[src/rtl/dice_cgra_pkg.sv]
// dice_cgra_pkg: shared FSM state type and default sizing constants for the TID pipe
package dice_cgra_pkg;
  localparam int DEF_MAX_LATENCY = 32;
  localparam int DEF_TOTAL_TID = 512;
  typedef enum logic [1:0] {IDLE, BUSY, DRAIN} state_e;
endpackage

[src/rtl/dice_tid_stage_mux.sv]
// dice_tid_stage_mux: per-lane valid/TID shift chain with a latency-selected output tap
module dice_tid_stage_mux #(
  parameter int NUM_LANES = 1,
  parameter int TID_WIDTH = 9,
  parameter int MAX_LATENCY = 32,
  parameter int LAT_WIDTH = 6
) (
  input  logic                           clk,
  input  logic                           rst_n,
  input  logic                           clr_i,
  input  logic                           adv_i,
  input  logic [LAT_WIDTH-1:0]           lat_i,
  input  logic [NUM_LANES-1:0]           vld_i,
  input  logic [NUM_LANES*TID_WIDTH-1:0] tid_i,
  output logic [NUM_LANES-1:0]           tap_vld_o,
  output logic [NUM_LANES*TID_WIDTH-1:0] tap_tid_o
);
  logic [NUM_LANES-1:0]           v_q [MAX_LATENCY];
  logic [NUM_LANES*TID_WIDTH-1:0] t_q [MAX_LATENCY];
  // Shift on every non-stalled cycle; valids at or beyond the tap are dropped so a
  // retired entry can never resurface if the latency is later raised.
  always_ff @(posedge clk or negedge rst_n) begin
    if (!rst_n) begin
      for (int k = 0; k < MAX_LATENCY; k++) begin
        v_q[k] <= '0;
        t_q[k] <= '0;
      end
    end else if (clr_i) begin
      for (int k = 0; k < MAX_LATENCY; k++) v_q[k] <= '0;
    end else if (adv_i) begin
      v_q[0] <= (lat_i != '0) ? vld_i : '0;
      t_q[0] <= tid_i;
      for (int k = 1; k < MAX_LATENCY; k++) begin
        v_q[k] <= (LAT_WIDTH'(k) < lat_i) ? v_q[k-1] : '0;
        t_q[k] <= t_q[k-1];
      end
    end
  end
  // Tap stage lat-1; latency zero bypasses the chain entirely.
  always_comb begin
    tap_vld_o = (lat_i == '0) ? vld_i : '0;
    tap_tid_o = (lat_i == '0) ? tid_i : '0;
    for (int k = 0; k < MAX_LATENCY; k++) begin
      if (lat_i == LAT_WIDTH'(k + 1)) begin
        tap_vld_o = v_q[k];
        tap_tid_o = t_q[k];
      end
    end
  end
endmodule

[src/rtl/dice_cgra_tid_pipe.sv]
// dice_cgra_tid_pipe: fixed-latency TID tracker for CGRA issue/retire with drain and flush control
module dice_cgra_tid_pipe
  import dice_cgra_pkg::*;
#(
  parameter int NUM_LANES = 1,
  parameter int TOTAL_TID = DEF_TOTAL_TID,
  parameter int TID_WIDTH = $clog2(TOTAL_TID),
  parameter int MAX_LATENCY = DEF_MAX_LATENCY,
  parameter int LAT_WIDTH = $clog2(MAX_LATENCY + 1),
  parameter int CNT_WIDTH = $clog2(MAX_LATENCY * NUM_LANES + 1)
) (
  input  logic                           clk,
  input  logic                           rst_n,
  input  logic                           clr,
  input  logic                           stall,
  input  logic [LAT_WIDTH-1:0]           cfg_latency,
  input  logic                           flush_req,
  input  logic [NUM_LANES-1:0]           in_valid,
  input  logic [NUM_LANES*TID_WIDTH-1:0] in_tid,
  output logic                           in_ready,
  output logic [NUM_LANES-1:0]           out_valid,
  output logic [NUM_LANES*TID_WIDTH-1:0] out_tid,
  output logic                           empty,
  output logic [CNT_WIDTH-1:0]           inflight_cnt,
  output logic                           drain_done,
  output logic                           cfg_err
);
  state_e                         state_q, state_d;
  logic [LAT_WIDTH-1:0]           lat_q, lat_d;
  logic [CNT_WIDTH-1:0]           cnt_q, cnt_d;
  logic                           err_q, err_d;
  logic                           pend_q, pend_d;
  logic                           lat_load, too_big;
  logic [NUM_LANES-1:0]           acc, tap_vld;
  logic [NUM_LANES*TID_WIDTH-1:0] tap_tid;

  assign in_ready = rst_n & ~stall & ~clr & (state_q != DRAIN);
  assign acc = in_valid & {NUM_LANES{in_ready}};
  assign out_valid = tap_vld & {NUM_LANES{~stall & ~clr}};
  assign empty = (cnt_q == '0);
  assign inflight_cnt = cnt_q;
  assign cfg_err = err_q;
  assign drain_done = ((state_q == DRAIN) & empty & ~clr) | pend_q;

  for (genvar i = 0; i < NUM_LANES; i++) begin : g_tid
    assign out_tid[i*TID_WIDTH +: TID_WIDTH] = out_valid[i] ? tap_tid[i*TID_WIDTH +: TID_WIDTH] : '0;
  end

  dice_tid_stage_mux #(
    .NUM_LANES  (NUM_LANES),
    .TID_WIDTH  (TID_WIDTH),
    .MAX_LATENCY(MAX_LATENCY),
    .LAT_WIDTH  (LAT_WIDTH)
  ) u_stage (
    .clk      (clk),
    .rst_n    (rst_n),
    .clr_i    (clr),
    .adv_i    (~stall),
    .lat_i    (lat_q),
    .vld_i    (acc),
    .tid_i    (in_tid),
    .tap_vld_o(tap_vld),
    .tap_tid_o(tap_tid)
  );

  // Latency is only retargeted when nothing is in flight, so every live entry sees one tap.
  always_comb begin
    lat_load = empty & ~|acc;
    too_big = cfg_latency > LAT_WIDTH'(MAX_LATENCY);
    lat_d = lat_load ? (too_big ? LAT_WIDTH'(MAX_LATENCY) : cfg_latency) : lat_q;
    err_d = err_q | (lat_load & too_big);
    cnt_d = clr ? '0 : cnt_q + CNT_WIDTH'($countones(acc)) - CNT_WIDTH'($countones(out_valid));
    pend_d = clr & (state_q == DRAIN);
  end

  // Control FSM; a clear abandons any drain but its notification is still owed next cycle.
  always_comb begin
    state_d = state_q;
    if (clr) state_d = IDLE;
    else begin
      case (state_q)
        IDLE:    state_d = flush_req ? DRAIN : (|acc ? BUSY : IDLE);
        BUSY:    state_d = flush_req ? DRAIN : ((cnt_d == '0) ? IDLE : BUSY);
        DRAIN:   state_d = empty ? IDLE : DRAIN;
        default: state_d = IDLE;
      endcase
    end
  end

  // State registers.
  always_ff @(posedge clk or negedge rst_n) begin
    if (!rst_n) begin
      state_q <= IDLE;
      lat_q <= '0;
      cnt_q <= '0;
      err_q <= 1'b0;
      pend_q <= 1'b0;
    end else begin
      state_q <= state_d;
      lat_q <= lat_d;
      cnt_q <= cnt_d;
      err_q <= err_d;
      pend_q <= pend_d;
    end
  end
endmodule

[config.mk]
export PLATFORM = sky130hd
export DESIGN_NAME = dice_cgra_tid_pipe
export DESIGN_NICKNAME = d
export VERILOG_FILES = /design/src/rtl/dice_cgra_pkg.sv /design/src/rtl/dice_tid_stage_mux.sv /design/src/rtl/dice_cgra_tid_pipe.sv
export SDC_FILE = /design/constraint.sdc
export NUM_CORES = 1
export LEC_CHECK = 0
export BUFFER_PORTS_ARGS = -buffer_cell sky130_fd_sc_hd__buf_4
export CAP_MARGIN = 10
export CELL_PAD_IN_SITES_DETAIL_PLACEMENT = 1
export CELL_PAD_IN_SITES_GLOBAL_PLACEMENT = 2
export CORE_AREA = 4 4 192 240
export DETAILED_ROUTE_END_ITERATION = 12
export DIE_AREA = 0 0 196 244
export PLACE_DENSITY_LB_ADDON = 0.1
export SETUP_SLACK_MARGIN = 0.02
export SLEW_MARGIN = 20
export SYNTH_ARGS = -nofsm -noshare
export SYNTH_HDL_FRONTEND = slang
export SYNTH_SLANG_ARGS = --single-unit
[constraint.sdc]
create_clock -name clk -period 4.27 [get_ports clk]
set_input_delay 0.6405 -clock clk [delete_from_list [all_inputs] [get_ports clk]]
set_output_delay 0.6405 -clock clk [all_outputs]
set_load 0.05 [all_outputs]
==> metrics.csv <==
metric,value,unit
status,"finished, final reports clean",
Post-CTS Hold Buffers,0,
Buf/Inv on CP,3,
Total GRT Usage,23.9,%
Clock Root Buffer,clkbuf_16,
RSZ-0062 raised after global routing,no,
Gate power share,31.2,%
# IOs,41,
async set or reset register ratio after synthesis,100,%
sequential power share,36.9,%
P&R area growth vs syn,15.4,%
Worst Skew,12.3,ps
Post-synth EDFFs,0,
CP Max Fanout,18,
Filler cells,5131,
final hold vios,0,
area of the multi-input gates,7830,um^2
number of I/O port buffers,40,
Max-cap violations,0,
arrival time worst endpoint,3470,ps
top cell type by total area after synthesis,dfrtp_1,
Most Crowded Layer GR,met2,
Slew headroom,22.8,%
Crit-path slowest cell,dfrtp_4,
CTS tree,yes,
Worst-Skew Late Latency,560,ps
sequential-to-total area share from yosys stat,49.7,%
met1 usage,32.0,%
Worst Tran Pin Value,1160,ps
Synth Instances,1988,
"most used cell, CP",buf_4,
DP Wirelength,38500,um
total grt overflow,0,
Die X,196,um
detailed-route wire length per cell,21.8,um
Commonest cells post-synth,"nand2_1 (898), dfrtp_1 (336), a21oi_1 (86)",
dpl ws,187,ps
fin crit period,4110,ps
Worst Setup Start Kind,register,
Worst-path clk slew,60,ps
Critical Path Max Stage Delay,580,ps
Clock Path Buffers,3,
Worst Hold Class,in -> async,
routed via count,14300,
vias per std cell,5.46,
required time of the critical path,3630,ps
DR DRC count,0,
CP cell instances,buf_4 -> buf_4 -> mux2i_1 -> a21oi_1 -> a21oi_1 -> a311oi_2 -> o21a_1 -> a211oi_1 -> nor3_1 -> buf_4,
cts bufs inserted,39,
most numerous cell in the Yosys netlist,nand2_1,
initial drt markers,936,
slack of the critical path,156,ps
max-slew violations,0,
Peak Freq,0.243,GHz
Synth area leaders,"dfrtp_1 (50%), nand2_1 (20%), mux4_2 (2.7%), a21oi_1 (2.5%), o21ai_0 (2.2%)",
Die Footprint,47800,um^2
placer's final routability congestion estimate,0.855,
# diodes,0,
first-pass GRT wire length,91000,um
Final Power,10.9,mW
Cell Pwr Density,559,nW/um^2
Sw Share,36.5,%
clock power share,31.9,%
Synthesized Nets,2018,
clock sink total,336,
CP Capture Type,primary output,
critical path type,reg -> out,
Mapped Area,16900,um^2
Pleak,9.67,nW
Chip Height,244,um
total number of yosys warnings,0,
Total Wirelength,57200,um
vias in the first global route,15100,
share of layout cells above drive strength 1,13.7,%
Fin Setup TNS,0,ps
H-Tree Depth,2,
Layout Nets,2052,
"delay-heaviest family, CP",compound AO/OA/AOI/OAI gates,
Final ANT Viol Nets,0,
area share of the largest cell type after synthesis,49.7,%
M3 GR Usage,2.37,%
Syn Area/Cell,8.51,um^2
Core Rows,86,
Synth cell types,91,
First-pass DRT Iterations,5,
dominant synthesized flop cell,dfrtp_1,
final setup fails,0,
core footprint,43900,um^2
initial core utilization,38.5,%
register area,8420,um^2
maximum vdd drop,0.000355,V
GR Util met2,41.5,%
sw power,3.99,mW
pin count of the biggest net entering global routing,243,
"FF+latch count, synth",336,
period utilization,96.3,%
Int Power,6.93,mW
initial antenna violation count,0,
==> worst paths after layout <==
kind | endpoint | cells past startpoint | slack, ps | from
worst max-delay path | out_tid[8] | 10 | 160 | lat_q[0]
worst min-delay path | u_stage.t_q[274] | 2 | 170 | rst_n
worst max register to register | state_q[0] | 16 | 230 | lat_q[5]
worst min register to register | u_stage.t_q[4] | 2 | 480 | u_stage.t_q[4]
max in group asynchronous | u_stage.t_q[89] | 3 | 2540 | rst_n
min in group clk | u_stage.t_q[286] | 3 | 290 | in_tid[7]
==> cells by family after synthesis <==
group / synth area share (%)
muxes: 5.69
and+or+nand+nor: 26.5
DFF: 49.7
buffers and inverters: 4.67
adders and majority gates: 0.710
xor gates and xnor gates: 0.259
AOI/OAI and AO/OA: 12.5
==> flip-flops by register name, indices dropped and copies added, names as in the netlist <==
register	count
cfg_err	1
inflight_cnt	6
lat_q	6
pend_q	1
state_q	2
u_stage.t_q	288
u_stage.v_q	32
==> what timing repair did <==
action | 4_1_cts | 5_1_grt
buffers inserted | 0 | 9
setup endpoints to repair | 6 | 10
pin swaps | 1 | 3
endpoints found under the hold margin | 0 | 0
gates resized for setup | 7 | 23
==> power by group through the flow <==
stage	logic [mW]	clock network, mW	registers (mW)
6_report	3.40	3.48	4.03
5_1_grt	3.70	3.71	4.09
4_1_cts	3.32	3.58	4.02
3_5_place_dp	3.29	0	4.07
3_3_place_gp	3.23	0	4.06
2_1_floorplan	2.14	0	3.92
==> per-stage QoR <==
stage | hold slack [ps] | utilization (%) | instances | instance area, um^2
2_1_floorplan | 345 | - | 1988 | 16900
3_3_place_gp | 461 | 40.9 | 2543 | 18000
3_5_place_dp | 467 | 40.9 | 2543 | 18000
4_1_cts | 265 | 44.0 | 2611 | 19300
5_1_grt | 258 | 44.5 | 2621 | 19500
6_report | 174 | 44.5 | 2621 | 19500
==> cell usage in the layout, fill, tap and decap left out, types with 5 or more instances in the layout <==
cell	synthesis	final
mux4_2	20	20
buf_4	11	122
nor2_1	77	74
clkbuf_1	82	10
nor2b_1	10	9
o2111ai_1	7	6
nand2b_1	10	10
mux2i_1	31	31
inv_1	24	23
dfrtp_1	336	333
a211oi_1	9	5
nand2_1	898	897
a22oi_1	9	9
a21oi_1	86	84
nor3_1	16	15
a31oi_1	11	11
clkbuf_16	0	41
o22ai_1	13	13
and3_1	6	6
o21bai_1	6	6
nor3b_1	5	5
o221ai_1	6	5
a221oi_1	13	12
a22o_1	7	7
a32o_1	13	13
nand3_1	18	18
ha_1	8	8
clkbuf_8	0	10
mux2_2	17	17
buf_12	0	7
or3_1	5	5
o21ai_0	76	75
==> routing by layer <==
layer | routed length [um] | up-vias | share of wire [%]
met3 | 1720 | 88 | 3.0
met1 | 25000 | 7319 | 44
met5 | 0 | - | 0
met4 | 1390 | 0 | 2.4
met2 | 29100 | 237 | 51
li1 | - | 6678 | -
==> cell type report <==
type                    count  share of cell area, %
flip-flops and latches    336                   43.1
repair buffers            135                   5.86
clock inverters             7                  0.564
clock buffers              61                   6.15
inverters                  27                  0.538
multi-input cells        1483                   40.1
well taps                 572                   3.67
Note: power is estimated with default switching activity, not from simulation.
